### src/rtl/pipeline_regs_pkg.sv
// Shared types and helpers for pipeline latch blocks.
// Provides the occupancy-width function and performance counter width used by pipe_chain.
package pipeline_regs_pkg;

    localparam int PERF_CNT_W = 32;

    // Bits needed to count 0..depth valid stages.
    function automatic int occ_width(input int depth);
        return $clog2(depth + 1);
    endfunction

endpackage

### src/rtl/pipe_stage.sv
// One elastic pipeline slot: a valid bit plus a WIDTH-bit payload register.
// Flush clears valid regardless of load; data only moves on a real transfer.
module pipe_stage #(
    parameter int WIDTH = 32
) (
    input  logic             CLK,
    input  logic             RST,
    input  logic             load,
    input  logic             flush,
    input  logic             src_valid,
    input  logic [WIDTH-1:0] src_data,
    output logic             valid,
    output logic [WIDTH-1:0] data
);

    always_ff @(posedge CLK or posedge RST) begin
        if (RST) begin
            valid <= 1'b0;
            data  <= '0;
        end else begin
            if (flush)
                valid <= 1'b0;
            else if (load)
                valid <= src_valid;
            if (load && src_valid)
                data <= src_data;
        end
    end

endmodule

### src/rtl/pipe_chain.sv
// Elastic DEPTH-stage valid/ready pipeline with per-stage flush and bubble collapsing.
// Define PIPE_CHAIN_PERF_EN to add the saturating stall_cnt / drop_cnt counters.
module pipe_chain
    import pipeline_regs_pkg::*;
#(
    parameter int WIDTH = 32,
    parameter int DEPTH = 4
) (
    input  logic                        CLK,
    input  logic                        RST,
    input  logic                        in_valid,
    output logic                        in_ready,
    input  logic [WIDTH-1:0]            in_data,
    output logic                        out_valid,
    input  logic                        out_ready,
    output logic [WIDTH-1:0]            out_data,
    input  logic [DEPTH-1:0]            flush,
    output logic [occ_width(DEPTH)-1:0] occupancy
`ifdef PIPE_CHAIN_PERF_EN
    ,
    output logic [PERF_CNT_W-1:0]       stall_cnt,
    output logic [PERF_CNT_W-1:0]       drop_cnt
`endif
);

    localparam int OCC_W = occ_width(DEPTH);

    logic [DEPTH-1:0] valid;
    logic [DEPTH-1:0] rdy;
    logic [DEPTH-1:0] src_valid;
    logic [WIDTH-1:0] data     [DEPTH];
    logic [WIDTH-1:0] src_data [DEPTH];
    logic [OCC_W-1:0] occ_sum;

    // Ready ripples back from the output so an empty slot anywhere lets upstream advance.
    always_comb begin
        rdy            = '0;
        rdy[DEPTH-1]   = !valid[DEPTH-1] | out_ready;
        for (int i = DEPTH - 2; i >= 0; i--)
            rdy[i] = !valid[i] | rdy[i+1];
    end

    for (genvar g = 0; g < DEPTH; g++) begin : g_stage
        if (g == 0) begin : g_head
            assign src_valid[g] = in_valid;
            assign src_data[g]  = in_data;
        end else begin : g_body
            assign src_valid[g] = valid[g-1];
            assign src_data[g]  = data[g-1];
        end

        pipe_stage #(.WIDTH(WIDTH)) u_stage (
            .CLK       (CLK),
            .RST       (RST),
            .load      (rdy[g]),
            .flush     (flush[g]),
            .src_valid (src_valid[g]),
            .src_data  (src_data[g]),
            .valid     (valid[g]),
            .data      (data[g])
        );
    end

    always_comb begin
        occ_sum = '0;
        for (int i = 0; i < DEPTH; i++)
            occ_sum = occ_sum + OCC_W'(valid[i]);
    end

    assign in_ready  = rdy[0];
    assign out_valid = valid[DEPTH-1];
    assign out_data  = data[DEPTH-1];
    assign occupancy = occ_sum;

`ifdef PIPE_CHAIN_PERF_EN
    logic [DEPTH-1:0]      next_valid;
    logic [DEPTH-1:0]      killed;
    logic [OCC_W-1:0]      kill_cnt;
    logic [PERF_CNT_W:0]   drop_sum;

    // Count only items that would have been valid after the edge had flush not hit them.
    always_comb begin
        kill_cnt = '0;
        for (int i = 0; i < DEPTH; i++) begin
            next_valid[i] = rdy[i] ? src_valid[i] : valid[i];
            killed[i]     = flush[i] & next_valid[i];
            kill_cnt      = kill_cnt + OCC_W'(killed[i]);
        end
    end

    assign drop_sum = {1'b0, drop_cnt} + (PERF_CNT_W + 1)'(kill_cnt);

    always_ff @(posedge CLK or posedge RST) begin
        if (RST) begin
            stall_cnt <= '0;
            drop_cnt  <= '0;
        end else begin
            if (in_valid && !in_ready && (stall_cnt != '1))
                stall_cnt <= stall_cnt + 1'b1;
            drop_cnt <= drop_sum[PERF_CNT_W] ? '1 : drop_sum[PERF_CNT_W-1:0];
        end
    end
`endif

endmodule

### config.mk
export PLATFORM = sky130hd
export DESIGN_NAME = pipe_chain
export DESIGN_NICKNAME = d
export VERILOG_FILES = /design/src/rtl/pipeline_regs_pkg.sv /design/src/rtl/pipe_stage.sv /design/src/rtl/pipe_chain.sv
export SDC_FILE = /design/constraint.sdc
export NUM_CORES = 1
export LEC_CHECK = 0
export BUFFER_PORTS_ARGS = -buffer_cell sky130_fd_sc_hd__buf_2
export CORE_AREA = 2 2 121 123
export CTS_CLUSTER_DIAMETER = 150
export CTS_CLUSTER_SIZE = 10
export DETAILED_ROUTE_END_ITERATION = 6
export DIE_AREA = 0 0 123 125
export PLACE_DENSITY = 0.6
export SETUP_SLACK_MARGIN = 0.1
export SYNTH_ARGS = -nofsm -noshare
export SYNTH_HDL_FRONTEND = slang
export SYNTH_HIERARCHICAL = 1
export SYNTH_SLANG_ARGS = --single-unit
### constraint.sdc
create_clock -name CLK -period 2.1 [get_ports CLK]
set_clock_uncertainty 0.15 [all_clocks]
set_input_delay 0.105 -clock CLK [delete_from_list [all_inputs] [get_ports CLK]]
set_output_delay 0.105 -clock CLK [all_outputs]
set_load 0.005 [all_outputs]
After elaboration in Yosys (flattened, before gate mapping):

Cells that the tools add are included.
Widths: inputs -> output; s select.

* register bits: 132
* output and inout bits: 37
* logic and storage cells: 35

* bitwise logic cells: 4
* $add $sub $neg: 3
* reduce and logical (&&, ||, !) cells: 12
* muxes and demuxes: 8

Operators by type and width (count)
* $mux 1: 8
* $reduce_bool 2->1: 4
* $logic_and 1x1->1: 4
* $logic_not 1->1: 4
* $or 1x1->1: 4
* $add 2x1->3: 1
* $add 3x1->3: 1
* $add 1x1->2: 1

Logic depth before layout (Yosys ltp):

Gate-level depths: netlist of run 1.

* depth after elaboration: 7
* mapped depth: 5
* depth with buffers taken out: 5

Hierarchy:

Netlist of run 1, hierarchy kept.

By module, submodules not included
* pipe_stage: times used 4, sequential area each 825.8 µm², cells each 72, area an instance 1350.0 µm²
* pipe_chain: times used 1, sequential area each 0.0 µm², cells each 13, area an instance 96.3 µm²

Worst setup path after synthesis of run 1:

No wires, ideal clock.

* path type: flip-flop to output port
* start: register g_stage[3].u_stage.valid
* end: output port occupancy[1]
* arrival: 1.438 ns
* cell stages (with the launch flop): 6
* path slack: 0.407 ns
* path buffers: 0
* path through: dfrtp_1 inv_1 fa_1 inv_1 ha_1 ha_1

* cells in the longest elaborated chain, start to end: 1

Ends and longest elaborated chain
* start: declaration: line pipe_stage.sv:12 `output logic valid,`
* start signal: assignment: line pipe_stage.sv:24 `valid <= src_valid;`
* $add 3x1->3: line pipe_chain.sv:67 `occ_sum = occ_sum + OCC_W'(valid[i]);`
* end: declaration: line pipe_chain.sv:18 `output logic [occ_width(DEPTH)-1:0] occupancy`

Every way passes these cells.

Final worst setup path of run 1:

* start: register g_stage[2].u_stage.valid
* end: output port occupancy[1]

* cells in the longest elaborated chain, start to end: 2

Ends and longest elaborated chain (line)
* start: declaration: pipe_stage.sv:12
* start signal: assignment: pipe_stage.sv:24
* $add 2x1->3: pipe_chain.sv:67
* $add 3x1->3: pipe_chain.sv:67

Every way passes these cells.

==> results of run 1 <==
flip-flops by register name (all words and copies together), names as in the netlist:
| signal | count |
|---|---|
| g_stage.u_stage/valid | 4 |
| g_stage.u_stage/data | 128 |
kinds of logic (layout without fill, tap and decap cells):
logic type / count (synthesis) / count (layout) / share of synthesized area, %
compound gates: 4 / 4 / 0.364
fa+ha+maj: 3 / 3 / 0.819
buf+inv: 22 / 172 / 3.14
flops: 132 / 132 / 60.1
mux: 128 / 128 / 34.1
simple gates: 12 / 12 / 1.43
worst paths after layout:
| path | from | cells after the start | endpoint | slack, ns |
|---|---|---|---|---|
| max in group asynchronous | RST | 4 | g_stage[3].u_stage/data[26] | 0.91 |
| worst max register to register | g_stage[2].u_stage/valid | 7 | g_stage[2].u_stage/valid | 0.25 |
| worst min-delay path | in_valid | 4 | g_stage[0].u_stage/valid | 0.07 |
| worst max-delay path | g_stage[2].u_stage/valid | 6 | occupancy[1] | -0.08 |
| worst min register to register | g_stage[0].u_stage/data[0] | 1 | g_stage[1].u_stage/data[0] | 0.35 |
| min in group asynchronous | RST | 3 | g_stage[0].u_stage/data[1] | 0.15 |
Yosys cell counts, types with 2 or more instances:
cell type,instances
sky130_fd_sc_hd__mux2_2,12
sky130_fd_sc_hd__mux2_4,116
sky130_fd_sc_hd__buf_6,12
sky130_fd_sc_hd__inv_1,10
sky130_fd_sc_hd__nand2b_1,4
sky130_fd_sc_hd__nand2_2,4
sky130_fd_sc_hd__dfrtp_1,132
sky130_fd_sc_hd__a21oi_1,4
sky130_fd_sc_hd__ha_1,2
worst max-delay path, cell delays in order, from the launching register on:
cell and delay, ns:
sky130_fd_sc_hd__dfrtp_1 0.37, sky130_fd_sc_hd__inv_2 0.05, sky130_fd_sc_hd__fa_1 0.56, sky130_fd_sc_hd__inv_2 0.05
sky130_fd_sc_hd__ha_4 0.15, sky130_fd_sc_hd__ha_4 0.25, sky130_fd_sc_hd__buf_6 0.08
what timing repair did:
| action | CTS | global route |
|---|---|---|
| hold buffers | 39 | 0 |
| endpoints found under the setup margin | 3 | 4 |
| gates resized for setup | 9 | 0 |
| endpoints found under the hold margin | 86 | 0 |
| setup buffers | 3 | 3 |
| pin swaps | 1 | 0 |
cell type report:
cell class                 instances  share of cell area (%)
tap                              184                    3.17
clock inverter                     9                    2.43
clock buffer                      21                    6.48
multi-input combinational        147                    28.2
sequential                       132                    45.5
timing repair buffer             132                    13.7
inverter                          10                   0.517
through the flow:
stage	instances	setup TNS (ns)	hold slack [ns]	utilization (%)	instance area, µm²
floorplan	301	0	0.0181	-	5500
global placement	560	0	0.0245	43.2	6130
detailed placement	560	0	0.0329	43.2	6130
CTS	632	-0.0930	0.0660	50.9	7230
global route	635	-0.224	0.0934	51.1	7260
finish	635	-0.0841	0.0699	51.1	7260
report_power, final:
part           total, mW  internal, mW  switching (mW)  leakage, nW
Sequential          3.62          3.21           0.406         1.58
Combinational       1.57          1.14           0.434         1.77
Clock               3.20          2.18            1.02        0.315
per-layer routing:
metal	track usage, %	vias to the layer above	part of all wire (%)
met5	0	-	0
li1	-	1337	-
met1	18.6	1415	48
met2	21.7	62	47
met4	6.08	0	1.7
met3	3.70	15	3.2
==> results.txt, run 1 <==
----------------------------------------------------
[Clock network]
  Number of sinks driven by the clock tree ... 132
  CTS Buffer Depth ... 2
  Clk Tree Root Cell ... sky130_fd_sc_hd__clkbuf_16
  H-tree level count ... 4
  TritonCTS clock tree ... yes
  Number of buffers added by the clock tree synthesis step ... 17
  Reg clk slew, reported paths ... 0.06 ns
  Clock network latency to the later pin of the worst-skew pair ... 0.41 ns

[GRT]
  Vias in the first global route ... 3062
  Global route overflow ... 0
  Pin count of the biggest net entering global routing ... 34
  Initial antenna violation count ... 0
  All-layer global routing usage ... 14.0%
  First-pass GRT wire length ... 16300 µm

[Final layout]
  Final antenna diode count ... 0
  Most common cell after layout, fill and taps aside ... sky130_fd_sc_hd__dfrtp_1
  Area of the multi-input gates ... 2050 µm²
  Area added between synthesis and finish ... 32.0%
  Sequential cell area ... 3300 µm²
  Commonest non-fill, non-tap cells in the layout ... 132 x sky130_fd_sc_hd__dfrtp_1, 116 x sky130_fd_sc_hd__mux2_4, 73 x sky130_fd_sc_hd__buf_2, 39 x sky130_fd_sc_hd__dlygate4sd3_1, 17 x sky130_fd_sc_hd__clkbuf_16
  Filler cells ... 1194
  Nets ... 483
  Share of layout cells above drive strength 1 ... 57.6%

[Synth]
  EDFF count, synth ... 0
  Per-instance average area after synthesis ... 18.3 µm²
  Synthesized flop and latch total ... 132
  Portion of synthesized cell area occupied by the leading cell type ... 60.1%
  Primary flip-flop cell chosen by synthesis mapping ... sky130_fd_sc_hd__dfrtp_1
  Top post-synthesis cells by area ... sky130_fd_sc_hd__dfrtp_1 60%, sky130_fd_sc_hd__mux2_4 32%, sky130_fd_sc_hd__buf_6 2.5%, sky130_fd_sc_hd__mux2_2 2.5%, sky130_fd_sc_hd__inv_1 0.68%
  Sequential-to-total area share from yosys stat ... 60.1%
  Library cell occupying the most area in the post-synthesis netlist ... sky130_fd_sc_hd__dfrtp_1
  Share of flip-flops with an asynchronous set or reset after synthesis ... 100%
  Post-Syn Nets ... 344
  Cell Area, Synth ... 5500 µm²
  Number of different library cells in the post-synthesis netlist ... 14
  Number of warnings reported in the yosys synthesis log ... 6
  Synthesized netlist cell count ... 301

[Floorplan]
  Die H ... 125 µm
  Width of the die ... 123 µm
  Cell row count ... 44
  Number of placed I/O pins ... 77
  Effective utilization at floorplan ... 38.7%
  Core Region ... 14200 µm²
  Die Footprint ... 15400 µm²

[STA]
  Final critical path time including I/O delays and setup ... 2.18 ns
  Worst Max-Slew Pin Slew ... 0.642 ns
  Post-layout worst setup margin ... -0.0831 ns
  Share of the cycle needed by the critical path after routing ... 104%
  Number of pins exceeding their max-slew limit in the final report ... 0
  Max Freq ... 458 MHz
  Worst slew margin relative to its limit ... 57.1%
  Unrepaired setup endpoints after global routing ... yes
  Hold violation count in the final report ... 0
  Final setup violation count ... 2

[Detailed routing]
  Count of TritonRoute iterations in the first routing pass ... 5
  Per-cell via count in the routed design ... 4.46
  Wirelength, routed ... 9910 µm
  Residual DRC ... 0
  Routed wire length per instance ... 15.6 µm
  Post-route ant nets ... 0
  Number of DRC markers in iteration 0 ... 79
  Vias ... 2829

[Pwr]
  Largest vdd supply drop ... 0.000646 V
  Total power of the final layout ... 8.40 mW
  Areal power density over the cells ... 1160 nW/µm²
  Leak Pwr ... 3.67 nW

[Run status]
  Run status ... finished with violations
  Failing checks ... negative setup slack

[Worst setup path]
  Crit. End Element ... primary output
  Max Fanout on Critical Path ... 2
  Type of the setup path with the least slack ... reg2out
  Worst endpoint required time ... 1.85 ns
  Signal arrival time at the worst endpoint ... 1.93 ns
  Startpoint type of the worst setup path ... flip-flop

[Job]
  Max-capacitance violation count ... 0

[Worst hold path]
  Worst hold path class ... in2reg

[Placement]
  Pre-CTS WS ... 0.236 ns
  PortBufs ... 76
  Gpl congestion ... 0.715
  Estimated wirelength of the detail-placed design ... 6880 µm

----------------------------------------------------
No activity file was read; power rests on OpenSTA's default activity.
==> run 2, diff against run 1 <==
--- a/config.mk
+++ b/config.mk
@@ -6,12 +6,12 @@
 export NUM_CORES = 1
 export LEC_CHECK = 0
 export BUFFER_PORTS_ARGS = -buffer_cell sky130_fd_sc_hd__buf_2
-export CORE_AREA = 2 2 121 123
+export CORE_AREA = 2 2 102 104
 export CTS_CLUSTER_DIAMETER = 150
 export CTS_CLUSTER_SIZE = 10
 export DETAILED_ROUTE_END_ITERATION = 6
-export DIE_AREA = 0 0 123 125
-export PLACE_DENSITY = 0.6
+export DIE_AREA = 0 0 104 106
+export PLACE_DENSITY = 0.8
 export SETUP_SLACK_MARGIN = 0.1
 export SYNTH_ARGS = -nofsm -noshare
 export SYNTH_HDL_FRONTEND = slang
==> run 2 against run 1 <==
The run still ends with negative setup slack left. Non-clock buffer count shrank 3. First-iteration DRC count grew 54%. Sequential power increased by 1%. Sequential share of layout area rose by 1.0 points. Final cell count fell by 7.7%. Combinational power grew 3%. Setup slack got worse by 0.10 ns. Global-route usage grew 7.1 points. Clock-buffer cell count is 4 lower. Largest power group unchanged.
==> results.txt, run 2 (same netlist as run 1, synthesis figures left out) <==
----------------------------------------------------
[Run status]
  Run status ... finished with violations
  Failing checks ... negative setup slack

[Worst hold path]
  Worst hold path class ... in2async

[Worst setup path]
  Depth of the worst register-to-register path ... 6
  Type of the setup path with the least slack ... reg2out
  Worst endpoint required time ... 1.85 ns
  Crit. End Element ... primary output
  Worst reg2reg setup slack ... 0.20 ns
  Max Fanout on Critical Path ... 2
  Signal arrival time at the worst endpoint ... 2.03 ns
  Worst reg2reg path startpoint ... g_stage[3].u_stage/valid
  Startpoint type of the worst setup path ... flip-flop
  End of the worst register-to-register path ... g_stage[0].u_stage/data[27]

[Final layout]
  Area added between synthesis and finish ... 29.2%
  Area of the multi-input gates ... 2050 µm²
  Biggest regs ... g_stage.u_stage/data (128), g_stage.u_stage/valid (4)
  Finished Layout Cells ... 586
  Sequential cell area ... 3300 µm²
  Most common cell after layout, fill and taps aside ... sky130_fd_sc_hd__dfrtp_1
  Flip-flop count of the largest register, all copies and words added ... 128
  Nets ... 480
  Filler cells ... 644
  Final antenna diode count ... 0
  Register containing the most flip-flops in the final layout ... g_stage.u_stage/data
  Share of layout cells above drive strength 1 ... 58.2%
  Commonest non-fill, non-tap cells in the layout ... 131 x sky130_fd_sc_hd__dfrtp_1, 116 x sky130_fd_sc_hd__mux2_4, 73 x sky130_fd_sc_hd__buf_2, 39 x sky130_fd_sc_hd__dlygate4sd3_1, 16 x sky130_fd_sc_hd__clkbuf_16

[Job]
  Max-capacitance violation count ... 0

[Floorplan]
  Number of placed I/O pins ... 77
  Die H ... 106 µm
  Effective utilization at floorplan ... 55.0%
  Core Region ... 10000 µm²
  Die Footprint ... 11000 µm²
  Width of the die ... 104 µm
  Cell row count ... 37

[Detailed routing]
  Highest routing layer actually used ... met4
  Routed length on met2 ... 5360 µm
  Post-route ant nets ... 0
  Wire length on met1 ... 4810 µm
  Vias ... 2902
  Residual DRC ... 0
  Count of TritonRoute iterations in the first routing pass ... 4
  Routed wire length per instance ... 18.2 µm
  Wirelength, routed ... 10600 µm
  Number of DRC markers in iteration 0 ... 122
  Per-cell via count in the routed design ... 4.95
  Met3 Wirelength ... 307 µm

[STA]
  Unrepaired setup endpoints after global routing ... yes
  Worst Max-Slew Pin Slew ... 0.460 ns
  Number of pins exceeding their max-slew limit in the final report ... 0
  Final setup violation count ... 3
  Max Freq ... 437 MHz
  Worst slew margin relative to its limit ... 69.3%
  Hold Worst Slack ... 0.00694 ns
  Final critical path time including I/O delays and setup ... 2.29 ns
  Post-layout worst setup margin ... -0.187 ns
  Share of the cycle needed by the critical path after routing ... 109%
  Hold violation count in the final report ... 0

[Placement]
  PortBufs ... 76
  Gpl congestion ... 0.799
  Placed Cells ... 512
  Estimated wirelength of the detail-placed design ... 6960 µm
  Pre-CTS WS ... 0.233 ns

[Pwr]
  Areal power density over the cells ... 1150 nW/µm²
  Internal ... 6.07 mW
  Combinational share of power ... 19.7%
  Switching share of power ... 25.6%
  Largest vdd supply drop ... 0.000625 V
  Clock power share ... 35.4%
  Leak Pwr ... 3.61 nW
  Share of total power in sequential cells ... 44.9%
  Power spent charging and discharging nets ... 2.09 mW

[GRT]
  Pin count of the biggest net entering global routing ... 34
  Vias in the first global route ... 3215
  First-pass GRT wire length ... 17500 µm
  Global route overflow ... 0
  All-layer global routing usage ... 21.1%
  Initial antenna violation count ... 0

[Clock network]
  Clk Tree Root Cell ... sky130_fd_sc_hd__clkbuf_8
  TritonCTS clock tree ... yes
  CTS Buffer Depth ... 2
  Number of sinks driven by the clock tree ... 132
  Number of buffers added by the clock tree synthesis step ... 17
  H-tree level count ... 4
  Reg clk slew, reported paths ... 0.06 ns
  Clock network latency to the later pin of the worst-skew pair ... 0.52 ns

----------------------------------------------------
-- run 2: cell count changes in the layout (fill, tap and decap cells not counted), sizes merged --
cell	before	now
buf	93	90
bufinv	5	2
clkbuf	21	17
clkinv	3	4
clkinvlp	1	2
inv	10	17
-- run 2: metrics by stage --
stage	utilization [%]	power [mW]	setup TNS, ns	cell area (µm²)
floorplan	-	4.62	0	5500
global placement	60.4	5.11	0	6040
detailed placement	60.4	5.22	0	6040
CTS	70.9	8.20	-0.357	7090
global route	71.0	8.50	-0.474	7100
finish	71.0	8.15	-0.335	7100
-- run 2: final cells by class --
type / instances / area share [%]
clock buffer: 17 / 5.83
timing repair buffer: 129 / 13.4
tap: 136 / 2.40
clock inverter: 15 / 2.34
sequential: 132 / 46.5
multi-input combinational: 147 / 28.9
inverter: 10 / 0.529
-- run 2: timing repair --
action | in CTS | in global routing
gates cloned | 0 | 0
hold endpoints to repair | 168 | 0
pin swaps | 1 | 0
hold buffers | 40 | 0
endpoints found under the setup margin | 3 | 19
resized for setup | 10 | 4
buffers inserted | 3 | 0
-- run 2: critical path, cell delays in order (launching register included) --
cell and delay (ns):
sky130_fd_sc_hd__dfrtp_2 0.38, sky130_fd_sc_hd__inv_2 0.04, sky130_fd_sc_hd__fa_1 0.54, sky130_fd_sc_hd__inv_2 0.05
sky130_fd_sc_hd__ha_4 0.16, sky130_fd_sc_hd__ha_4 0.26, sky130_fd_sc_hd__buf_6 0.08
-- run 2: power by group through the flow --
stage | combinational [mW] | clock [mW] | sequential [mW]
floorplan | 1.06 | 0 | 3.56
global placement | 1.47 | 0 | 3.64
detailed placement | 1.53 | 0 | 3.69
CTS | 1.62 | 2.92 | 3.67
global route | 1.71 | 3.05 | 3.74
finish | 1.61 | 2.88 | 3.66
-- run 2: metal layers --
layer	vias up	global-route usage (%)
li1	1335	-
met2	63	35.6
met4	0	8.11
met5	-	0
met3	13	5.70
met1	1491	26.2
-- run 2: worst max path at each step --
stage,startpoint,end,cells past startpoint
after global routing,g_stage[2].u_stage/valid,occupancy[1],6
final,g_stage[2].u_stage/valid,occupancy[1],6
after floorplan,g_stage[3].u_stage/valid,occupancy[1],5
after global placement,g_stage[3].u_stage/valid,occupancy[1],6
after CTS,g_stage[2].u_stage/valid,occupancy[1],6
after detailed placement,g_stage[3].u_stage/valid,g_stage[0].u_stage/data[28],5
